### src/rtl/boot_host_if.sv
// Bus bundle for boot_host: request/status handshake, image-memory read port and UART lines.
interface boot_host_if;
  logic       ce;
  logic       start;
  logic [7:0] length;
  logic       mem_en;
  logic [7:0] mem_adr;
  logic [7:0] mem_data;
  logic       tx;
  logic       rx;
  logic       busy;
  logic       done;
  logic       error;

  modport master (
    input  ce, start, length, mem_data, rx,
    output mem_en, mem_adr, tx, busy, done, error
  );

  modport slave (
    output ce, start, length, mem_data, rx,
    input  mem_en, mem_adr, tx, busy, done, error
  );
endinterface

### src/rtl/boot_host.sv
// Streams a boot image over 8N1 UART (sync, length, data, checksum) and waits for ACK/NAK.
module boot_host #(
  parameter int CLK_DIV = 87,
  parameter int TIMEOUT = 65535
) (
  input  logic         clk,
  input  logic         rst,
  boot_host_if.master  bus
);

  localparam int BW = $clog2(CLK_DIV);
  localparam int TW = $clog2(TIMEOUT + 1);
  localparam logic [BW-1:0] BAUD_LAST = BW'(CLK_DIV - 1);
  localparam logic [BW-1:0] BAUD_MID  = BW'(CLK_DIV / 2 - 1);
  localparam logic [TW-1:0] TO_LAST   = TW'(TIMEOUT - 1);

  typedef enum logic [2:0] {
    IDLE, SEND_SYNC, SEND_LEN, FETCH, SEND_DATA, SEND_SUM, WAIT_RESP, DONE
  } state_t;

  state_t state, state_nxt;

  logic [7:0]    len_q, adr_q, sum_q;
  logic          fetch_ph;
  logic          done_q, error_q;
  logic [TW-1:0] to_cnt;

  logic [9:0]    tx_sr;
  logic [BW-1:0] tx_baud;
  logic [3:0]    tx_bit;
  logic          tx_run, tx_done;

  logic          rx_m, rx_s, rx_prev;
  logic          rx_run, rx_valid;
  logic [BW-1:0] rx_baud;
  logic [3:0]    rx_bit;
  logic [7:0]    rx_sr;

  logic          accept, frame_load, capture, adr_inc, finish, fail;
  logic [7:0]    frame_byte;

  // Last ce-cycle of the stop bit; the next frame is loaded on this same edge.
  assign tx_done = tx_run && (tx_bit == 4'd9) && (tx_baud == BAUD_LAST);

  always_ff @(posedge clk) begin
    if (rst)         state <= IDLE;
    else if (bus.ce) state <= state_nxt;
  end

  always_comb begin
    state_nxt  = state;
    accept     = 1'b0;
    frame_load = 1'b0;
    frame_byte = 8'hA5;
    capture    = 1'b0;
    adr_inc    = 1'b0;
    finish     = 1'b0;
    fail       = 1'b0;
    case (state)
      IDLE, DONE: begin
        if (bus.start) begin
          accept     = 1'b1;
          frame_load = 1'b1;
          frame_byte = 8'hA5;
          state_nxt  = SEND_SYNC;
        end else if (state == DONE) begin
          state_nxt = IDLE;
        end
      end
      SEND_SYNC: begin
        if (tx_done) begin
          frame_load = 1'b1;
          frame_byte = len_q;
          state_nxt  = SEND_LEN;
        end
      end
      SEND_LEN: begin
        if (tx_done) state_nxt = FETCH;
      end
      FETCH: begin
        if (fetch_ph) begin
          capture    = 1'b1;
          frame_load = 1'b1;
          frame_byte = bus.mem_data;
          state_nxt  = SEND_DATA;
        end
      end
      SEND_DATA: begin
        if (tx_done) begin
          // len_q of 0 means 256 bytes, so the last address wraps to 255
          if (adr_q == len_q - 8'd1) begin
            frame_load = 1'b1;
            frame_byte = sum_q;
            state_nxt  = SEND_SUM;
          end else begin
            adr_inc   = 1'b1;
            state_nxt = FETCH;
          end
        end
      end
      SEND_SUM: begin
        if (tx_done) state_nxt = WAIT_RESP;
      end
      WAIT_RESP: begin
        // A byte landing on the final timeout cycle takes precedence
        if (rx_valid) begin
          finish    = 1'b1;
          fail      = (rx_sr != 8'h06);
          state_nxt = DONE;
        end else if (to_cnt == TO_LAST) begin
          finish    = 1'b1;
          fail      = 1'b1;
          state_nxt = DONE;
        end
      end
      default: state_nxt = IDLE;
    endcase
  end

  always_ff @(posedge clk) begin
    if (rst) begin
      len_q    <= '0;
      adr_q    <= '0;
      sum_q    <= '0;
      fetch_ph <= 1'b0;
      done_q   <= 1'b0;
      error_q  <= 1'b0;
      to_cnt   <= '0;
      tx_sr    <= '1;
      tx_baud  <= '0;
      tx_bit   <= '0;
      tx_run   <= 1'b0;
      rx_m     <= 1'b1;
      rx_s     <= 1'b1;
      rx_prev  <= 1'b1;
      rx_run   <= 1'b0;
      rx_valid <= 1'b0;
      rx_baud  <= '0;
      rx_bit   <= '0;
      rx_sr    <= '0;
    end else if (bus.ce) begin
      if (accept) begin
        len_q   <= bus.length;
        adr_q   <= '0;
        sum_q   <= '0;
        done_q  <= 1'b0;
        error_q <= 1'b0;
      end
      if (adr_inc) adr_q <= adr_q + 8'd1;
      if (capture) sum_q <= sum_q + bus.mem_data;
      if (finish) begin
        done_q  <= 1'b1;
        error_q <= fail;
      end
      fetch_ph <= (state == FETCH) && !fetch_ph;
      to_cnt   <= (state == WAIT_RESP) ? to_cnt + 1'b1 : '0;

      // Transmitter: shifting in ones leaves the line idle-high after the stop bit
      if (frame_load) begin
        tx_sr   <= {1'b1, frame_byte, 1'b0};
        tx_baud <= '0;
        tx_bit  <= '0;
        tx_run  <= 1'b1;
      end else if (tx_run) begin
        if (tx_baud == BAUD_LAST) begin
          tx_baud <= '0;
          tx_sr   <= {1'b1, tx_sr[9:1]};
          tx_bit  <= tx_bit + 4'd1;
          if (tx_bit == 4'd9) tx_run <= 1'b0;
        end else begin
          tx_baud <= tx_baud + 1'b1;
        end
      end

      // Receiver: start bit re-checked at mid-bit, then sampled every CLK_DIV
      rx_m     <= bus.rx;
      rx_s     <= rx_m;
      rx_prev  <= rx_s;
      rx_valid <= 1'b0;
      if (!rx_run) begin
        if (rx_prev && !rx_s) begin
          rx_run  <= 1'b1;
          rx_baud <= '0;
          rx_bit  <= '0;
        end
      end else if (rx_bit == 4'd0) begin
        if (rx_baud == BAUD_MID) begin
          rx_baud <= '0;
          if (rx_s) rx_run <= 1'b0;
          else      rx_bit <= 4'd1;
        end else begin
          rx_baud <= rx_baud + 1'b1;
        end
      end else if (rx_baud == BAUD_LAST) begin
        rx_baud <= '0;
        if (rx_bit == 4'd9) begin
          rx_run   <= 1'b0;
          rx_valid <= rx_s;
        end else begin
          rx_sr  <= {rx_s, rx_sr[7:1]};
          rx_bit <= rx_bit + 4'd1;
        end
      end else begin
        rx_baud <= rx_baud + 1'b1;
      end
    end
  end

  assign bus.mem_en  = (state == FETCH) && !fetch_ph;
  assign bus.mem_adr = adr_q;
  assign bus.tx      = tx_sr[0];
  assign bus.busy    = (state != IDLE) && (state != DONE);
  assign bus.done    = done_q;
  assign bus.error   = error_q;

endmodule

### src/flat_wrapper.sv
// flat-port wrapper written by rule: the top's interface ports become plain ports
module boot_host_flat 
#(
  parameter int CLK_DIV = 87,
  parameter int TIMEOUT = 65535
)
  (clk, rst, bus_ce, bus_start, bus_length, bus_mem_data, bus_rx, bus_mem_en, bus_mem_adr, bus_tx, bus_busy, bus_done, bus_error);
  boot_host_if bus_i ();
  input  logic clk;
  input  logic rst;
  input wire logic [$bits(bus_i.ce)-1:0] bus_ce;
  input wire logic [$bits(bus_i.start)-1:0] bus_start;
  input wire logic [$bits(bus_i.length)-1:0] bus_length;
  input wire logic [$bits(bus_i.mem_data)-1:0] bus_mem_data;
  input wire logic [$bits(bus_i.rx)-1:0] bus_rx;
  output wire logic [$bits(bus_i.mem_en)-1:0] bus_mem_en;
  output wire logic [$bits(bus_i.mem_adr)-1:0] bus_mem_adr;
  output wire logic [$bits(bus_i.tx)-1:0] bus_tx;
  output wire logic [$bits(bus_i.busy)-1:0] bus_busy;
  output wire logic [$bits(bus_i.done)-1:0] bus_done;
  output wire logic [$bits(bus_i.error)-1:0] bus_error;
  assign bus_i.ce = bus_ce;
  assign bus_i.start = bus_start;
  assign bus_i.length = bus_length;
  assign bus_i.mem_data = bus_mem_data;
  assign bus_i.rx = bus_rx;
  assign bus_mem_en = bus_i.mem_en;
  assign bus_mem_adr = bus_i.mem_adr;
  assign bus_tx = bus_i.tx;
  assign bus_busy = bus_i.busy;
  assign bus_done = bus_i.done;
  assign bus_error = bus_i.error;
  boot_host #(.CLK_DIV(CLK_DIV), .TIMEOUT(TIMEOUT)) u_core (.clk(clk), .rst(rst), .bus(bus_i));
endmodule
### config.mk
export PLATFORM = sky130hd
export DESIGN_NAME = boot_host_flat
export DESIGN_NICKNAME = d
export VERILOG_FILES = /design/src/rtl/boot_host_if.sv /design/src/rtl/boot_host.sv /design/src/flat_wrapper.sv
export SDC_FILE = /design/constraint.sdc
export NUM_CORES = 1
export LEC_CHECK = 0
export ABC_CLOCK_PERIOD_IN_PS = 4300
export CORE_ASPECT_RATIO = 0.8
export CORE_UTILIZATION = 27
export CTS_BUF_LIST = sky130_fd_sc_hd__clkbuf_4 sky130_fd_sc_hd__clkbuf_8 sky130_fd_sc_hd__clkbuf_16
export DETAILED_ROUTE_END_ITERATION = 12
export PLACE_DENSITY = 0.54
export SKIP_LAST_GASP = 1
export SLEW_MARGIN = 10
export SYNTH_ARGS = -nofsm -noshare
export SYNTH_HDL_FRONTEND = slang
export SYNTH_SLANG_ARGS = --single-unit
export TNS_END_PERCENT = 30
### constraint.sdc
create_clock -name clk -period 4.3 [get_ports clk]
set_input_delay 0.43 -clock clk [delete_from_list [all_inputs] [get_ports clk]]
set_output_delay 0.43 -clock clk [all_outputs]
set_load 0.01 [all_outputs]
---- Yosys cells after proc, flatten, opt, wreduce, memory -nomap -nowiden ----
Index checks and enable logic that the tools add are counted.
storage, ports and cells
  output and inout port bits .............. 13
  register bits after elaboration ......... 92
  word-level logic and storage cells ...... 159
  input bits .............................. 21
cells by class
  eq/ne operators ......................... 27
  reduce and logical (&&, ||, !) cells .... 27
  bitwise operators ....................... 2
  multiplexer cells ....................... 75
  $add $sub $neg .......................... 8
operators by type and width
  cell                   number
  $mux 7                 8
  $mux 8                 7
  $mux 4                 10
  $mux 1                 33
  $mux 10                3
  $mux 3                 10
  $pmux 8 s3             1
  $pmux 3 s7             1
  $add 16x1->16 const B  1
  $eq 16x16->1 const B   1
  $mux 16                1
  $ne 3x3->1 const B     5
  $add 7x1->7 const B    2
  $eq 7x7->1 const B     2
  $eq 3x3->1 const B     4
  $reduce_and 2->1       6
  $reduce_bool 2->1      6
  $ne 2x1->1 const B     5
  $add 4x1->4 const B    2
  $add 8x1->8 const B    1
  $add 8x8->8            1
  $eq 4x4->1 const B     2
  $eq 8x8->1             1
  $ne 8x3->1 const B     1
  18 further kinds       25

---- Longest topological paths before layout ----
  depth after elaboration ................. 7
  gate-level depth with buffers ........... 9
  mapped depth without buffers ............ 8

---- Least setup slack after synthesis ----
OpenSTA, ideal clock, no wires.
  kind .................................... reg2reg
  start ................................... register u_core.rx_bit[0]
  end ..................................... register u_core.rx_bit[2]
  library setup time ...................... 70 ps
  path buffers ............................ 0
  period minus slack after synthesis ...... 2,328 ps
  required time ........................... 4,230 ps
  stages on the path, launching flop included .. 9
  data arrival time ....................... 2,258 ps
  path slack .............................. 1,972 ps
  cell sequence ........................... dfxtp_1 -> inv_1 -> ha_1 -> or3b_1 -> or4_4 -> a311oi_2 -> and2b_1 -> nand3b_1 -> a21oi_1
between the ends
  word-level cells in the longest chain between the ends .. 5
  elaborated cells on any way between the ends .. 12
  those cells by class .................... add/sub: 1; eq/ne: 5; mux: 4; reduce/logical: 2
ends and longest elaborated chain
  what                    line              RTL
  start, declared         boot_host.sv:36   logic [3:0] rx_bit;
  start signal, assigned  boot_host.sv:201  rx_bit <= rx_bit + 4'd1;
  $add 4x1->4             boot_host.sv:201
  $mux 4                  boot_host.sv:196  if (rx_bit == 4'd9) begin
  $mux 4                  boot_host.sv:194  end else if (rx_baud == BAUD_LAST) begin
  $mux 4                  boot_host.sv:186  end else if (rx_bit == 4'd0) begin
  $mux 4                  boot_host.sv:180  if (!rx_run) begin
Parallel ways exist; a longest one is shown, timed or not. The select of a mux whose other input is x is not followed.
A chain may end at the register's enable or synchronous reset.

---- Worst setup path after layout ----
  start ................................... register u_core.tx_bit[0]
  end ..................................... register u_core.tx_sr[6]
between the ends
  word-level cells in the longest chain between the ends .. 7
  elaborated cells on any way between the ends .. 13
  those cells by class .................... eq/ne: 1; mux: 7; reduce/logical: 5
ends and longest elaborated chain
  what                                 line                              RTL
  start, declared                      boot_host.sv:30                   logic [3:0] tx_bit;
  start signal, assigned               boot_host.sv:168                  tx_bit <= tx_bit + 4'd1;
  $eq 4x4->1 (*)                       boot_host.sv:43                   assign tx_done = tx_run && (tx_bit == 4'd9) && (tx_baud == BAUD_LAST);
  $logic_and 1x1->1 (*) (2 in series)  boot_host.sv:43
  $mux 1, on equally long branches     boot_host.sv:89, boot_host.sv:71
  $pmux 1 s4                           boot_host.sv:59                   case (state)
  $reduce_bool 2->1 (no source line)   n/a
  $reduce_and 3->1 (no source line)    n/a
  end signal, assigned                 boot_host.sv:160                  tx_sr <= {1'b1, frame_byte, 1'b0};
  end signal, assigned                 boot_host.sv:167                  tx_sr <= {1'b1, tx_sr[9:1]};
  end, declared                        boot_host.sv:28                   logic [9:0] tx_sr;
Every way passes the cells marked *; elsewhere a longest branch is shown, timed or not.

==> impl_metrics.yaml <==
setup_path:
  path_class: "reg -> reg"
  startpoint_type: "register"
  max_stage_delay_ns: 0.78
  worst-path-buf-inv: 0
  crit_family: "simple AND/OR/NAND/NOR gates"
  critPathRequiredTime_ns: 4.53
  cp.arrival_ns: 3.09
  crit_fanout: 9
  end_kind: "register"
  reg2reg_from: "u_core.tx_bit[0]"
  crit_start: "u_core.tx_bit[0]"
  slowest_stage: "nor3b_1"
  worstPathCellList: "ha_1 -> and3b_1 -> nand4_1 -> nor3b_1 -> nor2_1 -> a211o_1 -> o221a_2"
sta:
  fmax_mhz: 349
  tns_ns: 0
  slew_viol_final: 0
  rsz0062_at_grt: "false"
  finalCritPeriodShare_pct: 66.5
  finalHoldViolCount: 0
  setup_slack_ns: 1.44
  fin_skew_ns: 0.0105
  post-route-min-period_ns: 2.86
  final-setup-viol-count: 0
  slew_headroom_pct: 36.4
  tightest_slew_ns: 0.948
yosys:
  yosys_register_bits: 91
  synth_warnings: 0
  yosys.area_share.xor_xnor_pct: 6.17
  synthAdderAreaFrac_pct: 5.44
  syn-cell-area_um2: 4970
  synth_area_leaders: "dfxtp_1 37%, nor2_1 5.8%, nand2_1 5.4%"
  synthCells: 615
  async_flop_share_pct: 0
  yosys.area_share.simple_pct: 27.2
  synth.distinct_cells: 69
  synth_area_leader_cell: "dfxtp_1"
  synth_commonest_cells: "91 x dfxtp_1, 77 x nor2_1, 71 x nand2_1, 40 x a21oi_1, 32 x nand3_1"
  synth_flop_cell: "dfxtp_1"
  synth_top_area_share_pct: 36.7
  synth_compound_area_share_pct: 18.0
  yosysMostFrequentCell: "dfxtp_1"
  synth_top_family_by_area: "simple AND/OR/NAND/NOR gates"
  synth-edff-count: 0
  synthesis.nets: 657
  yosysSeqAreaShare_pct: 36.7
  synth_mux_area_share_pct: 2.85
  syn_avg_cell_area_um2: 8.08
clocking:
  cts_hold_buf: 0
  clock_sinks: 91
  clkTransAtPathRegs_ns: 0.07
  cts_resized: 0
  cts_buffer_depth: 2
  cts_made_buffers: 9
  ctsHtreeMaxLevel: 3
  postCtsSetupRepairBufs: 0
  cts_root_buf: "clkbuf_16"
  cts_tree: "done"
  insertion_delay_ns: 0.34
route:
  via_per_inst: 5.16
  wl_per_cell_um: 14.6
  vias: 4488
  dr.pass1.iters: 5
  drtIter0Drc: 310
  wl_um: 12700
  drc_errors: 0
  antenna_left: 0
place:
  routabilityCongestion: 0.862
  place_ws_ns: 1.44
  place_hpwl_um: 9330
  numPortBuffers: 33
  placed_cell_area_um2: 5520
grt:
  antenna_found_initial: 0
  grt_pass1_vias: 4263
  grtUsageTotal_pct: 14.2
  grt_overflow: 0
  grt_max_degree: 55
  grt_pass1_wl_um: 21500
layout:
  diodes: 0
  drive_gt1_share_pct: 6.52
  multi_input_area_um2: 2960
  area_growth_pct: 17.2
  ff_latch_area_um2: 1820
  nFillCells: 1859
  fin_util_pct: 33.0
  nets: 681
  finalInstanceArea_um2: 5820
worst_hold_path:
  min-delay-start: "u_core.bus.done"
  hold_path_class: "reg -> reg"
run:
  cap_violations: 0
floorplanning:
  rows: 43
  ios: 34
  die_area_um2: 19000
  die_x_um: 154
  die_h_um: 123
  start_util_pct: 28.2
  coreArea_um2: 17600
power_and_ir_drop:
  irDropWorstVdd_v: 0.000207
  finalPower_uw: 1850
  p_leak_uw: 0.00204
  p_per_area_nw_per_um2: 317
status:
  outcome: "finished, final reports clean"
==> power by group <==
part,switching [uW],internal [uW]
combinational,87.7,62.6
clock,345,476
sequential,18.2,856
total,450,1400
==> stage by stage <==
| step | cells | hold slack (ns) |
|---|---|---|
| 3_5_place_dp | 853 | 0.452 |
| 3_3_place_gp | 853 | 0.450 |
| 6_report | 869 | 0.458 |
| 4_1_cts | 869 | 0.462 |
| 5_1_grt | 869 | 0.494 |
| 2_1_floorplan | 615 | 0.433 |
==> final cells by class <==
cell class | count | share of cell area, %
clock buffers | 11 | 4.23
inverters | 20 | 1.29
clock inverters | 5 | 1.05
well taps | 225 | 4.83
multi-input cells | 477 | 50.8
flip-flops and latches | 91 | 31.3
repair buffers | 40 | 6.49
==> cell families after synthesis <==
family	Yosys count
XOR/XNOR	35
AND/OR/NAND/NOR	274
adder cells (fa/ha/maj)	21
multiplexers	14
buffers and inverters	47
flip-flops	91
AO/OA/AOI/OAI	133
==> state kept, by name, indices dropped and copies added (netlist names) <==
name,flops
u_core.tx_sr,9
u_core.tx_run,1
u_core.tx_bit,4
u_core.bus.error,1
u_core.rx_sr,8
u_core.rx_s,1
u_core.fetch_ph,1
u_core.bus.done,1
u_core.bus.mem_adr,8
u_core.sum_q,8
u_core.rx_run,1
u_core.rx_bit,4
u_core.len_q,8
u_core.rx_baud,7
u_core.state,3
u_core.to_cnt,16
u_core.rx_prev,1
u_core.rx_m,1
u_core.rx_valid,1
u_core.tx_baud,7
==> path summary, 6_finish.rpt <==
check / to / slack [ns] / depth (start not counted)
worst max register to register: u_core.tx_sr[6] / 1.44 / 7
worst min-delay path: u_core.bus.done / 0.46 / 2
worst min register to register: u_core.bus.done / 0.46 / 2
worst max-delay path: u_core.tx_sr[6] / 1.44 / 7
==> per-layer routing <==
layer	part of all wire (%)	track usage, %
met2	43	21.7
met5	0	0
met1	51	19.9
met3	4.7	3.08
met4	1.2	4.13
==> tightest hold or removal path, cell delays in order, from the launching register on <==
cell and delay [ns]:
dfxtp_1 0.31, nand2_1 0.05, a21oi_1 0.05
==> cell usage in the layout (no fill, tap or decap), types with 5 or more instances in the layout <==
cell,Yosys,layout
a221oi_1,5,5
or3_1,12,12
inv_1,19,19
xor2_1,19,19
dfxtp_1,91,91
nor3_1,14,14
nor2_1,77,77
and3_1,9,9
clkbuf_16,0,9
a31oi_1,9,9
nor3b_1,9,9
buf_4,0,7
xnor2_1,16,16
a22oi_1,6,6
nand4_1,15,15
o21ai_1,5,5
mux2i_1,13,13
ha_1,20,20
nand2_1,71,71
clkdlybuf4s50_1,0,32
nand3_1,32,32
or2_2,5,5
a21oi_1,40,40
o21ai_0,27,27
No activity file was read; power rests on OpenSTA's default activity.
